**src/rtl/vital_energy_level.sv**
```systemverilog
// Saturating vital-energy integrator driven by the regulator's inc/dec/fast/setval strobes.
// Optional macro VITAL_ENERGY_HYST_EN adds hysteresis to the quantized level output.
module vital_energy_level #(
    parameter int WIDTH     = 8,
    parameter int SLOW_DIV  = 16,
    parameter int FAST_DIV  = 4,
    parameter int RESET_VAL = 128,
    parameter int SET_VAL   = 128,
    parameter int HYST      = 8
) (
    input  logic             clk,
    input  logic             rst_n,
    input  logic             ena,
    input  logic             inc,
    input  logic             dec,
    input  logic             fast,
    input  logic             setval,
    output logic [WIDTH-1:0] level,
    output logic [1:0]       level_q,
    output logic             empty,
    output logic             full,
    output logic             tick
);

    localparam int PW = $clog2(SLOW_DIV);
    localparam logic [WIDTH-1:0] LVL_MAX   = '1;
    localparam logic [WIDTH-1:0] RESET_LVL = WIDTH'(RESET_VAL);
    localparam logic [WIDTH-1:0] SET_LVL   = WIDTH'(SET_VAL);

    logic [PW-1:0]    presc;
    logic [31:0]      period_m1;
    logic             step;
    logic [WIDTH:0]   inc_sum;
    logic [WIDTH:0]   dec_sum;
    logic [WIDTH-1:0] level_next;
    logic [1:0]       q_next;

    // The >= test lets a late switch to fast mode step immediately instead of wrapping.
    assign period_m1 = fast ? 32'(FAST_DIV - 1) : 32'(SLOW_DIV - 1);
    assign step      = ena && !setval && (32'(presc) >= period_m1);

    assign inc_sum = {1'b0, level} + {{WIDTH{1'b0}}, 1'b1};
    assign dec_sum = {1'b0, level} - {{WIDTH{1'b0}}, 1'b1};

    always_comb begin
        level_next = level;
        if (setval) begin
            level_next = SET_LVL;
        end else if (step) begin
            if (inc && !dec) begin
                level_next = inc_sum[WIDTH] ? LVL_MAX : inc_sum[WIDTH-1:0];
            end else if (dec && !inc) begin
                level_next = dec_sum[WIDTH] ? '0 : dec_sum[WIDTH-1:0];
            end
        end
    end

`ifdef VITAL_ENERGY_HYST_EN
    // Lower edge of band k is k quarters of the full range.
    function automatic logic [31:0] band_edge(input logic [1:0] k);
        band_edge = 32'(k) << (WIDTH - 2);
    endfunction

    logic [31:0] lvl_w;
    assign lvl_w = 32'(level_next);

    always_comb begin
        q_next = level_q;
        if (setval) begin
            q_next = SET_LVL[WIDTH-1:WIDTH-2];
        end else if ((level_q != 2'd3) &&
                     (lvl_w >= band_edge(level_q + 2'd1) + 32'(HYST))) begin
            q_next = level_q + 2'd1;
        end else if ((level_q != 2'd0) &&
                     (lvl_w + 32'(HYST) < band_edge(level_q))) begin
            q_next = level_q - 2'd1;
        end
    end
`else
    assign q_next = level_next[WIDTH-1:WIDTH-2];
`endif

    always_ff @(posedge clk or negedge rst_n) begin
        if (!rst_n) begin
            level   <= RESET_LVL;
            presc   <= '0;
            tick    <= 1'b0;
            level_q <= RESET_LVL[WIDTH-1:WIDTH-2];
        end else begin
            tick  <= step;
            level <= level_next;
            if (setval) begin
                presc <= '0;
            end else if (ena) begin
                presc <= step ? '0 : presc + PW'(1);
            end
            if (setval || step) begin
                level_q <= q_next;
            end
        end
    end

    assign empty = (level == '0);
    assign full  = (level == LVL_MAX);

endmodule

```
**config.mk**
```make
export PLATFORM = sky130hd
export DESIGN_NAME = vital_energy_level
export DESIGN_NICKNAME = d
export VERILOG_FILES = /design/src/rtl/vital_energy_level.sv
export SDC_FILE = /design/constraint.sdc
export NUM_CORES = 1
export LEC_CHECK = 0
export BUFFER_PORTS_ARGS = -buffer_cell sky130_fd_sc_hd__clkbuf_2
export CAP_MARGIN = 20
export CORE_MARGIN = 4
export CORE_UTILIZATION = 47
export DETAILED_ROUTE_END_ITERATION = 7
export PLACE_DENSITY_LB_ADDON = 0.12
export SLEW_MARGIN = 5
export SYNTH_ARGS = -nofsm -noshare
export SYNTH_HDL_FRONTEND = slang
export SYNTH_SLANG_ARGS = --single-unit
```
**constraint.sdc**
```tcl
create_clock -name clk -period 2.16 [get_ports clk]
set_input_delay 0.108 -clock clk [delete_from_list [all_inputs] [get_ports clk]]
set_output_delay 0.108 -clock clk [all_outputs]
set_load 0.01 [all_outputs]
```
Word level (Yosys, flattened, before mapping)

Cells that the tools add are included.

Output and inout port bits: 13
Bits of input ports: 7
Bits in writable memories: 0
Memories kept: 0
Latch bits: 0
Word-level logic and storage cells: 33
Bits in registers: 15
ROM bits: 0

Shift operators: 0
Add/sub/neg operators: 3
Equality and inequality tests: 1
Mux-type cells: 10
Bitwise logic cells: 0
$mul: 0
Magnitude comparators: 1
Divide/modulo/power cells: 0
Reduce and logical (&&, ||, !) cells: 13

Operators by type and width:

| kind                                                                | number |
|---|---|
| 8-bit 2-to-1 mux                                                    | 6 |
| 4-bit 2-to-1 mux                                                    | 4 |
| 8-bit by 1-bit adder with 9-bit output (second input constant)      | 1 |
| 8-bit by 1-bit subtractor with 9-bit output (second input constant) | 1 |
| 8-bit == test (second input constant)                               | 1 |
| 8-bit zero test                                                     | 1 |
| 4-bit by 1-bit adder with 4-bit output (second input constant)      | 1 |
| 4-bit >= comparator                                                 | 1 |
| 1-bit logical AND                                                   | 4 |
| 2-bit nonzero test                                                  | 2 |
| 1-bit zero test                                                     | 3 |
| 3-bit nonzero test                                                  | 1 |
| 2-bit AND reduction                                                 | 1 |
| 1-bit logical OR                                                    | 1 |

Depth between registers and ports, before layout

Gate-level depths: netlist (run 1).

Depth after elaboration: 6
Mapped depth: 7
Gate-level depth less buffers: 7

Worst setup path before layout (run 1)

OpenSTA, ideal clock, no wires.

Path kind: register to register
Start: register level[0]
End: register level[3]
Stages on the path, launching flop included: 7
Setup time: 0.121 ns
Path buffers: 0
Path slack: 0.188 ns
Data required time: 2.039 ns
Data arrival time: 1.851 ns
Period minus slack after synthesis: 1.972 ns
Path through: dfrtp_1 > inv_1 > ha_1 > or4b_4 > o211ai_4 > o21ba_1 > o22a_1

Cells in the longest elaborated chain, start to end: 6
Elaborated cells on any way between the ends: 8
Classes of those cells: 2 x add/sub; 6 x mux

RTL lines:

| what                                        | RTL line | text |
|---|---|---|
| from (decl)                                 | 18       | `output logic [WIDTH-1:0] level,` |
| from (signal assigned)                      | 91       | `level <= level_next;` |
| 8-bit by 1-bit subtractor with 9-bit output | 43       | `assign dec_sum = {1'b0, level} - {{WIDTH{1'b0}}, 1'b1};` |
| 8-bit 2-to-1 mux                            | 53       | `level_next = dec_sum[WIDTH] ? '0 : dec_sum[WIDTH-1:0];` |
| 8-bit 2-to-1 mux                            | 52       | `end else if (dec && !inc) begin` |
| 8-bit 2-to-1 mux *                          | 50       | `if (inc && !dec) begin` |
| 8-bit 2-to-1 mux *                          | 49       | `end else if (step) begin` |
| 8-bit 2-to-1 mux *                          | 47       | `if (setval) begin` |

Every way passes the cells marked *; elsewhere a longest branch is shown, timed or not. The select of a mux whose other input is x is not followed.
A chain may end at the register's enable or synchronous reset.

Worst setup path in the final report (run 1)

Same ends and word-level chain as after synthesis.

==> results_dict.tcl, run 1 <==
set metrics [dict create \
    outcome "finished, final reports clean" \
    portBuffers 19 \
    power_density_nw_per_um2 426 \
    synth_compound_area_frac 0.230 \
    multi_input_area_um2 668 \
    power.total_w 0.000545 \
    timing.hold.ws_ps 125 \
    synth_edf_count 0 \
    htree_num_levels 1 \
    grt_overflow 0 \
    dieHeight_um 56.3 \
    ys_ff_latch 15 \
    crit_path_end_kind "flop" \
    clock_latency_ps 300 \
    arrival_ps 2200 \
    worst_slew_pin_slew_ps 388 \
    dieArea_um2 3170 \
    crit_path_end "level[3]$_DFFE_PN0P_" \
    fin_nets 162 \
    maxCapViolCount 0 \
    syn_nets 137 \
    max_slew_margin 0.739 \
    final_cells 176 \
    cts_resized 0 \
    synth_mux_area_frac 0.0182 \
    grt_max_degree 16 \
    swShare 0.287 \
    dp.cells 171 \
    rows 17 \
    cts_tree "done" \
    start_util 0.496 \
    die_w_um 56.3 \
    hold_viol 0 \
    drc 0 \
    routedWlPerCell_um 14.8 \
    period_minus_slack_ps 2010 \
    antenna_cells 0 \
    clk_pin_slew_ps 90 \
    drt.antenna.violating_nets 0 \
    fillers 218 \
    worst-path-max-fanout 8 \
    netlist_area_um2 1100 \
    final.setup.tns_ps 0 \
    path_class "flop to flop" \
    final-seq-area_um2 378 \
    wl_um 2610 \
    first_iter_violations 32 \
    cts_buffer_depth 2 \
    post_drt_via_cell_ratio 5.87 \
    core-area_um2 2210 \
    synthCells 124 \
    cts_made_buffers 3 \
    fin_skew_ps 13.0 \
    p_comb_frac 0.147 \
    critPathMaxStageDelay_ps 500 \
    startpoint_type "flop" \
    synth-main-ff-cell "dfrtp_1" \
    place.gp.congestion 0.867 \
    clock-sinks 15 \
    rsz0062_at_grt "false" \
    grt_pass1_wl_um 4660 \
    io_pins 20 \
    dp_hpwl_um 1960 \
    track_usage 0.185 \
    p_seq_frac 0.535 \
    slew_viol_final 0 \
    area_growth_pct 16.8 \
    r2r_cells 6 \
    synthTopCellsByCount "dfrtp_1 (13), nand2_1 (13), nor3_1 (9)" \
    vias 1033 \
    cp_slowest_cell "or4b_4" \
    ys_seq_area_frac 0.344 \
    synth_top_area_share 0.296 \
    yosysWarningCount 0 \
    synth_fa_ha_area_frac 0.0684 \
    drive_gt1_frac 0.270 \
    hp-class "primary input to flop" \
    grt_pass1_vias 1014 \
    synth-simple-area-share 0.260 \
    firstDrtPassIters 4 \
    netlist.top_cell.by_area "dfrtp_1" \
    synth_xor_area_frac 0.0319 \
    r2r_end "level[3]$_DFFE_PN0P_" \
    r2r_setup_slack_ps 150 \
    cts-root-buf "clkbuf_4" \
    crit_start "level[0]$_DFFE_PN0P_" \
    synth_area_per_cell_um2 8.85 \
    fmax_mhz 497 \
    setup_viol 0 \
    synth_area_leaders "dfrtp_1 (30%), ha_1 (6.8%), dfstp_2 (4.8%)" \
    vdd_drop_max_mv 0.297 \
    antenna_found_initial 0 \
    p_leak_nw 0.610 \
    path_cells "inv_1, ha_1, or4b_4, o211ai_4, o21ba_1, o22a_1" \
    postCtsSetupBuffers 0 \
    p_clk_frac 0.318 \
    required_ps 2350 \
    final_util 0.579 \
    timing.rr.start "level[0]$_DFFE_PN0P_" \
    power.switching_w 0.000157 \
    synthDistinctLibCells 46 \
    post-route-period-util 0.931 \
    async_reset_ff_frac 1.00 \
    p_int_w 0.000389 \
    synth_top_family_by_area "simple AND/OR/NAND/NOR gates" \
]
## power groups by stage
stage | clock network (W) | registers, W | logic (W)
3_3_place_gp | 0 | 0.000297 | 0.0000773
4_1_cts | 0.000181 | 0.000292 | 0.0000811
3_5_place_dp | 0 | 0.000297 | 0.0000792
5_1_grt | 0.000194 | 0.000293 | 0.0000905
6_report | 0.000173 | 0.000292 | 0.0000803
2_1_floorplan | 0 | 0.000297 | 0.0000512
## registers in the layout, summed over array words and instances, names as in the netlist
signal   flops
presc        4
level_q      2
level        8
tick         1
## routing by layer
layer,vias to the layer above,routed length (µm),global-route usage
met5,-,0,0
met4,0,49,0.0780
met3,5,117,0.0276
li1,505,-,-
met1,494,1140,0.237
met2,29,1310,0.309
## worst max-delay path: cells and delay by family (launching register included)
kind | cells | cell delay, ps
and+or+nand+nor | 1 | 500
adders and majority gates | 1 | 220
DFF | 1 | 400
AOI/OAI and AO/OA | 3 | 670
buffers and inverters | 1 | 120
## cell families (layout without fill, tap and decap cells)
group / after synthesis / count (layout)
adder cells (fa/ha/maj): 6 / 6
AND/OR/NAND/NOR: 52 / 52
AO/OA/AOI/OAI: 34 / 34
buffers and inverters: 11 / 35
flip-flops: 15 / 15
XOR/XNOR: 4 / 4
multiplexers: 2 / 2
## worst min-delay path by stage
stage / start / depth (start not counted) / endpoint
final: setval / 2 / presc[1]$_DFFE_PN0P_
after global routing: setval / 2 / presc[1]$_DFFE_PN0P_
after CTS: setval / 2 / presc[1]$_DFFE_PN0P_
after detailed placement: rst_n / 1 / presc[1]$_DFFE_PN0P_
after global placement: rst_n / 1 / presc[1]$_DFFE_PN0P_
after floorplan: rst_n / 0 / level[0]$_DFFE_PN0P_
## layout by cell type (no fill, tap or decap), types with 3 or more instances in the layout
cell type | netlist | final
a21oi_1 | 7 | 7
a31oi_1 | 3 | 3
buf_4 | 0 | 7
clkbuf_2 | 0 | 19
clkbuf_4 | 0 | 3
dfrtp_1 | 13 | 13
ha_1 | 6 | 6
inv_1 | 4 | 4
nand2_1 | 13 | 13
nand2b_1 | 5 | 5
nand3_1 | 3 | 3
nand4_1 | 4 | 4
nor2_1 | 5 | 5
nor3_1 | 9 | 9
o21ai_0 | 5 | 5
xor2_1 | 3 | 3
## area by class of cell
class / count / area share
Timing Repair Buffer: 27 / 0.123
Clock inverter: 1 / 0.00391
Sequential cell: 15 / 0.295
Inverter: 4 / 0.0117
Multi-Input combinational cell: 98 / 0.521
Clock buffer: 3 / 0.0176
Tap cell: 28 / 0.0273
## stage by stage
step           setup slack [ps]  cell area, µm²
3_5_place_dp                185            1240
3_3_place_gp                214            1240
5_1_grt                    76.1            1280
6_report                    149            1280
2_1_floorplan               188            1100
4_1_cts                     168            1280
## what timing repair did
action                                  in CTS  in global routing
hold buffers                                 1                  0
hold endpoints to repair                    13                  0
endpoints found under the setup margin       0                  0
(Power assumes the default switching activity.)
==> run 2: changes to the inputs <==
- clock period: 2.16 -> 2.6 ns (I/O delays scaled with it)
==> results_dict.tcl, run 2 (same netlist as run 1, synthesis figures left out) <==
set metrics [dict create \
    timing.rr.start "level[0]$_DFFE_PN0P_" \
    final.setup.tns_ps 0 \
    drc 0 \
    wl_um 2480 \
    path_class "flop to flop" \
    p_leak_nw 0.570 \
    post_drt_via_cell_ratio 5.87 \
    vias 992 \
    place.gp.congestion 0.897 \
    maxCapViolCount 0 \
    fin_nets 155 \
    final_util 0.555 \
    largest_register_ffs 8 \
    period_minus_slack_ps 2110 \
    vdd_drop_max_mv 0.237 \
    dieArea_um2 3170 \
    dieHeight_um 56.3 \
    crit_start "level[0]$_DFFE_PN0P_" \
    setup_viol 0 \
    final_common_cell "clkbuf_2" \
    postCtsSetupBuffers 0 \
    cts_made_buffers 3 \
    crit_path_end_kind "flop" \
    required_ps 2790 \
    outcome "finished, final reports clean" \
    hold_path.startpoint "setval" \
    antenna_found_initial 0 \
    cp_slowest_cell "or4b_4" \
    rsz0062_at_grt "false" \
    clock_latency_ps 290 \
    cts_tree "done" \
    cts-root-buf "clkbuf_4" \
    grt_max_degree 16 \
    post-route-period-util 0.811 \
    start_util 0.496 \
    core-area_um2 2210 \
    portBuffers 19 \
    r2r_cells 6 \
    track_usage 0.173 \
    drive_gt1_frac 0.227 \
    hold_viol 0 \
    slew_viol_final 0 \
    fin_skew_ps 1.91 \
    drt.antenna.violating_nets 0 \
    rows 17 \
    grt_pass1_wl_um 4400 \
    routedWlPerCell_um 14.7 \
    whs_path_depth 2 \
    htree_num_levels 1 \
    area_growth_pct 11.9 \
    power_density_nw_per_um2 360 \
    final_cell_mix "clkbuf_2 (19), nand2_1 (13), dfrtp_1 (13)" \
    worst_slew_pin_slew_ps 565 \
    grt_pass1_vias 982 \
    biggestRegsByFlops "level: 8 flops, presc: 4 flops, level_q: 2 flops" \
    largest_register "level" \
    hp-class "primary input to flop" \
    clk_pin_slew_ps 90 \
    max_slew_margin 0.623 \
    critPathMaxStageDelay_ps 510 \
    io_pins 20 \
    worst-path-max-fanout 8 \
    path_cells "inv_1, ha_1, or4b_4, o211ai_4, o21ba_1, o22a_1" \
    die_w_um 56.3 \
    dp_hpwl_um 1880 \
    first_iter_violations 16 \
    fmax_mhz 474 \
    startpoint_type "flop" \
    grt_overflow 0 \
    clock-sinks 15 \
    antenna_cells 0 \
    cts_buffer_depth 2 \
    arrival_ps 2290 \
    firstDrtPassIters 4 \
]
-- run 2: changes by cell type in the layout (fill, tap and decap cells not counted), sizes merged --
cell	change
clkbuf	+1
buf	-7
clkinv	-1
-- run 2: layout make-up --
type / instances / area (µm²)
clock buffer: 4 / 26.3
fill: 223 / 985
inverter: 4 / 15.0
multi-input combinational: 98 / 668
sequential: 15 / 378
tap: 28 / 35.0
timing repair buffer: 20 / 105
-- run 2: routing by layer --
metal  share of wire  wire (µm)  vias up  global-route usage
met1            0.43       1060      474               0.215
met5               0          0        -                   0
met4           0.021         52        0              0.0814
met3           0.039         97        6              0.0299
li1                -          -      492                   -
met2            0.51       1270       20               0.289
-- run 2: report_power, final --
part | switching (W) | internal [W] | total [W]
Combinational | 0.0000363 | 0.0000240 | 0.0000602
Sequential | 0.00000643 | 0.000238 | 0.000244
Clock | 0.0000771 | 0.0000597 | 0.000137
Total | 0.000120 | 0.000322 | 0.000441
-- run 2: per-stage QoR --
stage	hold WS, ps	area [µm²]	instances	setup slack [ps]	power, W
3_5_place_dp	70.0	1190	164	477	0.000308
6_report	153	1230	169	492	0.000441
2_1_floorplan	-166	1100	124	628	0.000289
4_1_cts	145	1230	169	468	0.000447
3_3_place_gp	68.4	1190	164	530	0.000307
5_1_grt	168	1230	169	345	0.000464
-- run 2: final timing paths --
kind	slack, ps	to
worst max-delay path	490	level[3]$_DFFE_PN0P_
worst min-delay path	150	presc[1]$_DFFE_PN0P_
worst max register to register	490	level[3]$_DFFE_PN0P_
worst min register to register	520	level_q[0]$_DFFE_PN0P_
max in group asynchronous	1990	level[7]$_DFF_PN1_
min in group asynchronous	290	presc[0]$_DFFE_PN0P_
-- run 2: critical path, delay by kind of cell, from the launching register on --
kind	cells	cell delay, ps
AO/OA/AOI/OAI	3	670
adder cells (fa/ha/maj)	1	230
buffers and inverters	1	150
flip-flops	1	450
AND/OR/NAND/NOR	1	510
-- run 2: what timing repair did --
action | 4_1_cts | 5_1_grt
hold endpoints to repair | 13 | 0
gates resized for setup | 0 | 0
hold buffers | 1 | 0
